--- src/rtl/array_pkg.sv ---
// Shared array frame layout, width defaults and arbiter state encoding.
// Pure definitions: no latency, no backpressure.
package array_pkg;

    localparam int ARRAY_COL_ADDR_W = 6;
    localparam int ARRAY_ROW_ADDR_W = 16;
    localparam int ARRAY_DATA_W     = 64;
    localparam int ARRAY_FRAME_W    = 3 + ARRAY_COL_ADDR_W + ARRAY_ROW_ADDR_W + ARRAY_DATA_W;

    // State values double as the arb_owner encoding (00 none, 01 write, 10 read).
    typedef enum logic [1:0] {
        IDLE    = 2'b00,
        WR_LOCK = 2'b01,
        RD_LOCK = 2'b10
    } arb_state_t;

    typedef enum logic {
        OWNER_WR = 1'b0,
        OWNER_RD = 1'b1
    } arb_owner_t;

    // Frame layout at default widths, MSB first: eof, sof, rw, data, raddr, caddr.
    typedef struct packed {
        logic                        eof;
        logic                        sof;
        logic                        rw;
        logic [ARRAY_DATA_W-1:0]     data;
        logic [ARRAY_ROW_ADDR_W-1:0] raddr;
        logic [ARRAY_COL_ADDR_W-1:0] caddr;
    } array_frame_t;

    // Flag bits sit directly above the address and data fields.
    function automatic int frame_rw_bit(input int col_w, input int row_w, input int data_w);
        return col_w + row_w + data_w;
    endfunction

    function automatic int frame_sof_bit(input int col_w, input int row_w, input int data_w);
        return col_w + row_w + data_w + 1;
    endfunction

    function automatic int frame_eof_bit(input int col_w, input int row_w, input int data_w);
        return col_w + row_w + data_w + 2;
    endfunction

endpackage

--- src/rtl/array_frame_reg.sv ---
// Valid/ready pipeline register for the arbitrated frame stream; 1-cycle latency.
// Backpressure: load_en = !valid || ready, so it streams at full rate and holds data while stalled.
module array_frame_reg
    import array_pkg::*;
#(
    parameter int WIDTH = ARRAY_FRAME_W
) (
    input  logic             clk,
    input  logic             rst_n,
    input  logic             beat_valid,
    input  logic [WIDTH-1:0] beat_data,
    output logic             load_en,
    output logic             frame_valid,
    output logic [WIDTH-1:0] frame_data,
    input  logic             frame_ready
);

    assign load_en = !frame_valid || frame_ready;

    always_ff @(posedge clk or negedge rst_n) begin
        if (!rst_n) begin
            frame_valid <= 1'b0;
            frame_data  <= '0;
        end else if (load_en) begin
            frame_valid <= beat_valid;
            if (beat_valid) begin
                frame_data <= beat_data;
            end
        end
    end

endmodule

--- src/rtl/array_frame_arb.sv ---
// Whole-frame arbiter between write and read requesters into one registered stream; 1-cycle latency.
// Backpressure: only the granted requester sees ready, and only while the output register can load.
module array_frame_arb
    import array_pkg::*;
#(
    parameter int ARRAY_COL_ADDR_WIDTH   = ARRAY_COL_ADDR_W,
    parameter int ARRAY_ROW_ADDR_WIDTH   = ARRAY_ROW_ADDR_W,
    parameter int ARRAY_DATA_WIDTH       = ARRAY_DATA_W,
    parameter int ARRAY_FRAME_DATA_WIDTH = 3 + ARRAY_COL_ADDR_WIDTH + ARRAY_ROW_ADDR_WIDTH + ARRAY_DATA_WIDTH
) (
    input  logic                              clk,
    input  logic                              rst_n,
    input  logic                              mc_en,
    input  logic                              wr_frame_valid,
    input  logic [ARRAY_FRAME_DATA_WIDTH-1:0] wr_frame_data,
    output logic                              wr_frame_ready,
    input  logic                              rd_frame_valid,
    input  logic [ARRAY_FRAME_DATA_WIDTH-1:0] rd_frame_data,
    output logic                              rd_frame_ready,
    output logic                              axi2array_frame_valid,
    output logic [ARRAY_FRAME_DATA_WIDTH-1:0] axi2array_frame_data,
    input  logic                              axi2array_frame_ready,
    output logic [1:0]                        arb_owner,
    output logic                              arb_proto_err
);

    localparam int RW_BIT  = frame_rw_bit(ARRAY_COL_ADDR_WIDTH, ARRAY_ROW_ADDR_WIDTH, ARRAY_DATA_WIDTH);
    localparam int SOF_BIT = frame_sof_bit(ARRAY_COL_ADDR_WIDTH, ARRAY_ROW_ADDR_WIDTH, ARRAY_DATA_WIDTH);
    localparam int EOF_BIT = frame_eof_bit(ARRAY_COL_ADDR_WIDTH, ARRAY_ROW_ADDR_WIDTH, ARRAY_DATA_WIDTH);

    arb_state_t state;
    arb_state_t state_nxt;
    arb_owner_t last_owner;
    arb_owner_t last_owner_nxt;

    logic                              arb_run;
    logic                              load_en;
    logic                              grant_wr;
    logic                              grant_rd;
    logic                              wr_acc;
    logic                              rd_acc;
    logic                              beat_valid;
    logic [ARRAY_FRAME_DATA_WIDTH-1:0] beat_data;
    logic                              err_set;

    // Readies stay low during reset and until the first edge after release.
    always_ff @(posedge clk or negedge rst_n) begin
        if (!rst_n) begin
            arb_run <= 1'b0;
        end else begin
            arb_run <= 1'b1;
        end
    end

    always_ff @(posedge clk or negedge rst_n) begin
        if (!rst_n) begin
            state         <= IDLE;
            last_owner    <= OWNER_RD;
            arb_proto_err <= 1'b0;
        end else begin
            state      <= state_nxt;
            last_owner <= last_owner_nxt;
            if (err_set) begin
                arb_proto_err <= 1'b1;
            end
        end
    end

    always_comb begin
        state_nxt      = state;
        last_owner_nxt = last_owner;
        grant_wr       = 1'b0;
        grant_rd       = 1'b0;

        unique case (state)
            IDLE: begin
                // Tie goes to whichever requester did not finish the previous frame.
                if (mc_en && load_en) begin
                    if (wr_frame_valid && (!rd_frame_valid || last_owner == OWNER_RD)) begin
                        grant_wr = 1'b1;
                    end else if (rd_frame_valid) begin
                        grant_rd = 1'b1;
                    end
                end
            end
            WR_LOCK: grant_wr = load_en;
            RD_LOCK: grant_rd = load_en;
            default: state_nxt = IDLE;
        endcase

        wr_frame_ready = grant_wr && arb_run;
        rd_frame_ready = grant_rd && arb_run;
        wr_acc         = wr_frame_valid && wr_frame_ready;
        rd_acc         = rd_frame_valid && rd_frame_ready;

        if (wr_acc) begin
            if (wr_frame_data[EOF_BIT]) begin
                state_nxt      = IDLE;
                last_owner_nxt = OWNER_WR;
            end else begin
                state_nxt = WR_LOCK;
            end
        end else if (rd_acc) begin
            if (rd_frame_data[EOF_BIT]) begin
                state_nxt      = IDLE;
                last_owner_nxt = OWNER_RD;
            end else begin
                state_nxt = RD_LOCK;
            end
        end

        beat_valid = wr_acc || rd_acc;
        beat_data  = wr_acc ? wr_frame_data : rd_frame_data;

        // Offending beats are flagged but still forwarded unchanged.
        err_set = (wr_acc && !wr_frame_data[RW_BIT])
               || (rd_acc && rd_frame_data[RW_BIT])
               || (beat_valid && state != IDLE && beat_data[SOF_BIT]);
    end

    assign arb_owner = state;

    array_frame_reg #(
        .WIDTH (ARRAY_FRAME_DATA_WIDTH)
    ) u_frame_reg (
        .clk         (clk),
        .rst_n       (rst_n),
        .beat_valid  (beat_valid),
        .beat_data   (beat_data),
        .load_en     (load_en),
        .frame_valid (axi2array_frame_valid),
        .frame_data  (axi2array_frame_data),
        .frame_ready (axi2array_frame_ready)
    );

endmodule

--- config.mk ---
export PLATFORM = sky130hd
export DESIGN_NAME = array_frame_arb
export DESIGN_NICKNAME = d
export VERILOG_FILES = /design/src/rtl/array_pkg.sv /design/src/rtl/array_frame_reg.sv /design/src/rtl/array_frame_arb.sv
export SDC_FILE = /design/constraint.sdc
export NUM_CORES = 1
export LEC_CHECK = 0
export ABC_AREA = 1
export CORE_ASPECT_RATIO = 2
export CORE_MARGIN = 3
export CORE_UTILIZATION = 40
export CTS_CLUSTER_DIAMETER = 50
export DETAILED_ROUTE_END_ITERATION = 7
export PLACE_DENSITY = 0.91
export SYNTH_ARGS = -nofsm -noshare
export SYNTH_HDL_FRONTEND = slang
export SYNTH_SLANG_ARGS = --single-unit
--- constraint.sdc ---
create_clock -name clk -period 3.9 [get_ports clk]
set_input_delay 0.39 -clock clk [delete_from_list [all_inputs] [get_ports clk]]
set_output_delay 0.39 -clock clk [all_outputs]
set_load 0.01 [all_outputs]
Word level (Yosys, flattened, before mapping). Index checks and enable logic that the tools add are counted.

Muxes and demuxes: 17. Reductions and logical operators: 25. Equal/unequal tests: 4.

Operators with widths (number): 89-bit 2-to-1 mux (1); 1-bit logical AND (10); 1-bit 2-to-1 mux (10); 2-bit 2-to-1 mux (4); 2-bit nonzero test (3); 1-bit logical OR (5); 1-bit case mux with 2 select lines (2); 1-bit logical NOT (3); 3-bit by 1-bit != test with 1-bit output (second input constant) (1); 3-bit AND reduction (1); 3-bit OR reduction (1); 2-bit by 1-bit equality test with 1-bit output (second input constant) (1); 2-bit equality test (second input constant) (1); 2-bit logical NOT (1); 2-bit != test (second input constant) (1); 2-bit AND reduction (1).

Bits in registers: 95. Output and inout bits: 95.

Logic depth before layout (Yosys ltp).
Depth in word-level cells: 12. Gate-level depth with buffers: 11. Depth with buffers taken out: 10.

By module. From an unflattened synthesis, not the netlist that was laid out.

Cell total of the unflattened synthesis: 725. Area, all modules: 5069.9 sq um.

Modules (own cells, without submodules): array_frame_reg (area each 3616.0 sq um, instances 1, seq. area each 2252.2 sq um, cells each 390); array_frame_arb (area each 1453.9 sq um, instances 1, seq. area each 126.4 sq um, cells each 335).

Least setup slack after synthesis. No wires, ideal clock.

Path kind: reg2reg. From: register last_owner. To: register u_frame_reg.frame_data[32]. Library setup time: 0.124 ns. Slack: 2.280 ns. Data arrival time: 1.496 ns. Required time: 3.776 ns. Buffers on the path: 2. Stages on the path, launching flop included: 10. Path through: dfstp_2 > inv_1 > a21oi_1 > nand2_1 > nand2_1 > nand3_4 > buf_2 > buf_2 > o211ai_1 > nand2_1.

Cells in the longest elaborated chain, start to end: 9. Elaborated cells on any way between the ends: 15. Those cells by class: mux: 7; reduce/logical: 8.

Ends and longest elaborated chain: start, declared (RTL line array_frame_arb.sv:33) `arb_owner_t last_owner;`; start signal, assigned (RTL line array_frame_arb.sv:62) `last_owner <= last_owner_nxt;`; 1-bit logical OR (*) (RTL line array_frame_arb.sv:79) `if (wr_frame_valid && (!rd_frame_valid || last_owner == OWNER_RD)) begin`; 1-bit logical AND (*) (RTL line array_frame_arb.sv:79); 1-bit 2-to-1 mux (RTL line array_frame_arb.sv:79); 1-bit 2-to-1 mux (RTL line array_frame_arb.sv:78) `if (mc_en && load_en) begin`; 1-bit case mux with 2 select lines (RTL line array_frame_arb.sv:75) `unique case (state)`; 1-bit logical AND (on tied branches) (RTL line array_frame_arb.sv:91, array_frame_arb.sv:92); 1-bit logical AND (on tied branches) (RTL line array_frame_arb.sv:93, array_frame_arb.sv:94); 1-bit logical OR (RTL line array_frame_arb.sv:112) `beat_valid = wr_acc || rd_acc;`; 2-bit AND reduction (no line); end signal, assigned (RTL line array_frame_reg.sv:27) `frame_data <= beat_data;`; end, declared (RTL line array_frame_reg.sv:14) `output logic [WIDTH-1:0] frame_data,`.

Every way passes the cells marked *; elsewhere a longest branch is shown, timed or not. A chain may end at the register's enable or synchronous reset.

Worst setup path in the final report.
From: input wr_frame_valid. To: register state[1], in the netlist arb_owner[1].

Cells in the longest elaborated chain, start to end: 8. Elaborated cells on any way between the ends: 14. Those cells by class: eq/ne: 1; mux: 8; reduce/logical: 5.

Ends and longest elaborated chain: start, declared (RTL line array_frame_arb.sv:14) `input logic wr_frame_valid,`; 1-bit logical AND (RTL line array_frame_arb.sv:79); 1-bit 2-to-1 mux (RTL line array_frame_arb.sv:79); 1-bit 2-to-1 mux (RTL line array_frame_arb.sv:78); 1-bit case mux with 2 select lines (RTL line array_frame_arb.sv:75); 1-bit logical AND (RTL line array_frame_arb.sv:92) `rd_frame_ready = grant_rd && arb_run;`; 1-bit logical AND (RTL line array_frame_arb.sv:94) `rd_acc = rd_frame_valid && rd_frame_ready;`; 2-bit 2-to-1 mux (RTL line array_frame_arb.sv:103) `end else if (rd_acc) begin`; 2-bit 2-to-1 mux (RTL line array_frame_arb.sv:96) `if (wr_acc) begin`; end signal, assigned (RTL line array_frame_arb.sv:61) `state <= state_nxt;`; end, declared (RTL line array_frame_arb.sv:31) `arb_state_t state;`.

Several ways; a longest one is shown, not always the timed one.

==> out/results.txt <==
DR vias = 4966
Pre-antenna DRT Iters = 5
syn avg cell area = 7.66 um^2
Layout area overhead = 64.8%
Cells after DPL = 1010
Rel. slew slack = 0.365
global-route wire length before repair = 24900 um
largest net degree at the start of global routing = 179
synthesized net count = 808
final worst-path cycle share = 0.661
skew final = 6.78 ps
Cells after Synth = 624
Setup CP Type = in2reg
Hold Crit Class = in2async
Port Buf Inserts = 278
most frequent cells in the layout = nand2_1, clkdlybuf4s50_1, inv_1
Starting Density = 0.416
clk_lat worst skew = 330 ps
Max Clk Rate = 388 MHz
final setup vio count = 0
commonest non-fill, non-tap cell in the layout = nand2_1
vias per inst = 4.84
total congestion overflow = 0
PD cells = 617 nW/um^2
worst-margin pin slew = 953 ps
final core occ = 0.686
max cap viols = 0
synthesized flop and latch total = 95
Clock Path Buffers = 2
drt first-iter violations = 285
row cnt = 55
Die Y = 161 um
Post-CTS Hold Buffers = 0
share of cells above drive strength 1 = 0.0294
# resized after CTS = 0
Worst Path Max Fanout = 61
yosys warns = 0
clk sinks = 95
CTS buffer count = 9
unrepaired setup endpoints after global routing = no
die width = 83.3 um
RePlAce Congestion = 0.877
final hold slack = 163 ps
antenna viol nets, final = 0
total wire length = 15600 um
Crit path largest cell delay = 630 ps
core area = 11500 um^2
CP cell instances = clkdlybuf4s50_1 > a21boi_0 > nand2_1 > nand2_1 > nand3_1 > nand2_4 > inv_2 > buf_4 > nand3_1 > o21ai_0
post-route cell area = 7880 um^2
H-tree lvl count = 3
# DRC = 0
final hold violations = 0
Pleak = 4.09 nW
I/O Pins = 279
Synth Cell Area = 4780 um^2
Post-Place Cell Area = 7600 um^2
DP Worst Slack = 945 ps
slowest cell on the critical path = buf_4
Required @ worst endpoint = 4150 ps
routed length per instance = 15.2 um
worst setup margin = 1320 ps
final slew viol count = 0
Power, Total = 4.86 mW
Setup TNS = 0 ps
DP HPWL = 11800 um
initial antenna violation count = 0
synth unique cells = 20
die footprint = 13400 um^2
Worst Path Arrival = 2830 ps
Worst Setup End Kind = register
Non-Filler Instances = 1025
Final min period = 2580 ps
Worst-path clk slew = 70 ps
root buffer cell = clkbuf_16
vias in the first global route = 4940
GRT Total Usage = 0.233
nets = 1063
CTS tree = built
Startpoint Class = primary input
antenna diode count = 0
# Post-CTS Setup Buffers = 0
register area share after synthesis = 0.498
status = finished, final reports clean
worst-case vdd ir drop = 0.000310 V
==> cells by family (layout without fill, tap and decap cells) <==
group,count (synthesis),in the layout,synth area share
other cells,1,1,0.000784
flops,95,95,0.498
compound gates,96,96,0.147
simple gates,295,295,0.238
buf+inv,137,396,0.116
==> state kept, by name, indices dropped and copies added (netlist names) <==
name and flops:
arb_run 1, last_owner 1, arb_proto_err 1, u_frame_reg.frame_valid 1, u_frame_reg.frame_data 89, arb_owner 2
==> per-layer routing <==
metal	routed length, um	share of wire	GRT usage	up-vias
met1	5490	0.35	0.249	2275
met3	981	0.063	0.0580	42
met2	8510	0.54	0.424	180
li1	-	-	-	2469
met5	0	0	0	-
met4	644	0.041	0.110	0
==> cells in the mapped netlist <==
master,count,share of area
a21boi_0,1,0.0016
a21oi_1,4,0.0042
nor2_1,6,0.0047
dfstp_2,1,0.0055
dfrtp_1,94,0.49
nand3_4,1,0.0037
inv_2,3,0.0024
o21bai_1,1,0.0016
buf_2,30,0.031
nand4_1,2,0.0026
inv_1,96,0.075
nand3_1,5,0.0052
nand2_1,280,0.22
o21ai_0,2,0.0021
buf_4,1,0.0016
o21ai_1,1,0.0010
conb_1,1,0.00078
o211ai_1,87,0.14
nand2_4,1,0.0024
clkbuf_1,7,0.0055
==> worst max-delay path, delay by kind of cell <==
family / cells / cell delay (ps)
buf+inv: 3 / 1650
simple gates: 5 / 510
compound gates: 2 / 260
==> power by group <==
part / internal (mW) / switching (mW)
combinational: 1.22 / 1.11
clock: 0.466 / 0.362
sequential: 1.45 / 0.259
==> area by class of cell <==
class                      instances  area, um^2
fill                             868        3610
clock buffer                      11         253
inverter                          99         372
timing repair buffer             282        2820
tap                              142         178
clock inverter                     4        30.0
multi-input combinational        392        1850
sequential                        95        2380
==> worst paths after layout <==
kind | slack, ps | start | end | depth (start not counted)
min | 160 | rst_n | u_frame_reg.frame_data[23] | 1
min reg2reg | 480 | u_frame_reg.frame_data[55] | u_frame_reg.frame_data[55] | 2
max reg2reg | 1450 | arb_owner[0] | arb_owner[1] | 9
min in group clk | 480 | u_frame_reg.frame_data[55] | u_frame_reg.frame_data[55] | 2
max in group asynchronous | 2800 | rst_n | u_frame_reg.frame_data[64] | 2
max | 1320 | wr_frame_valid | arb_owner[1] | 10
(Power assumes the default switching activity.)
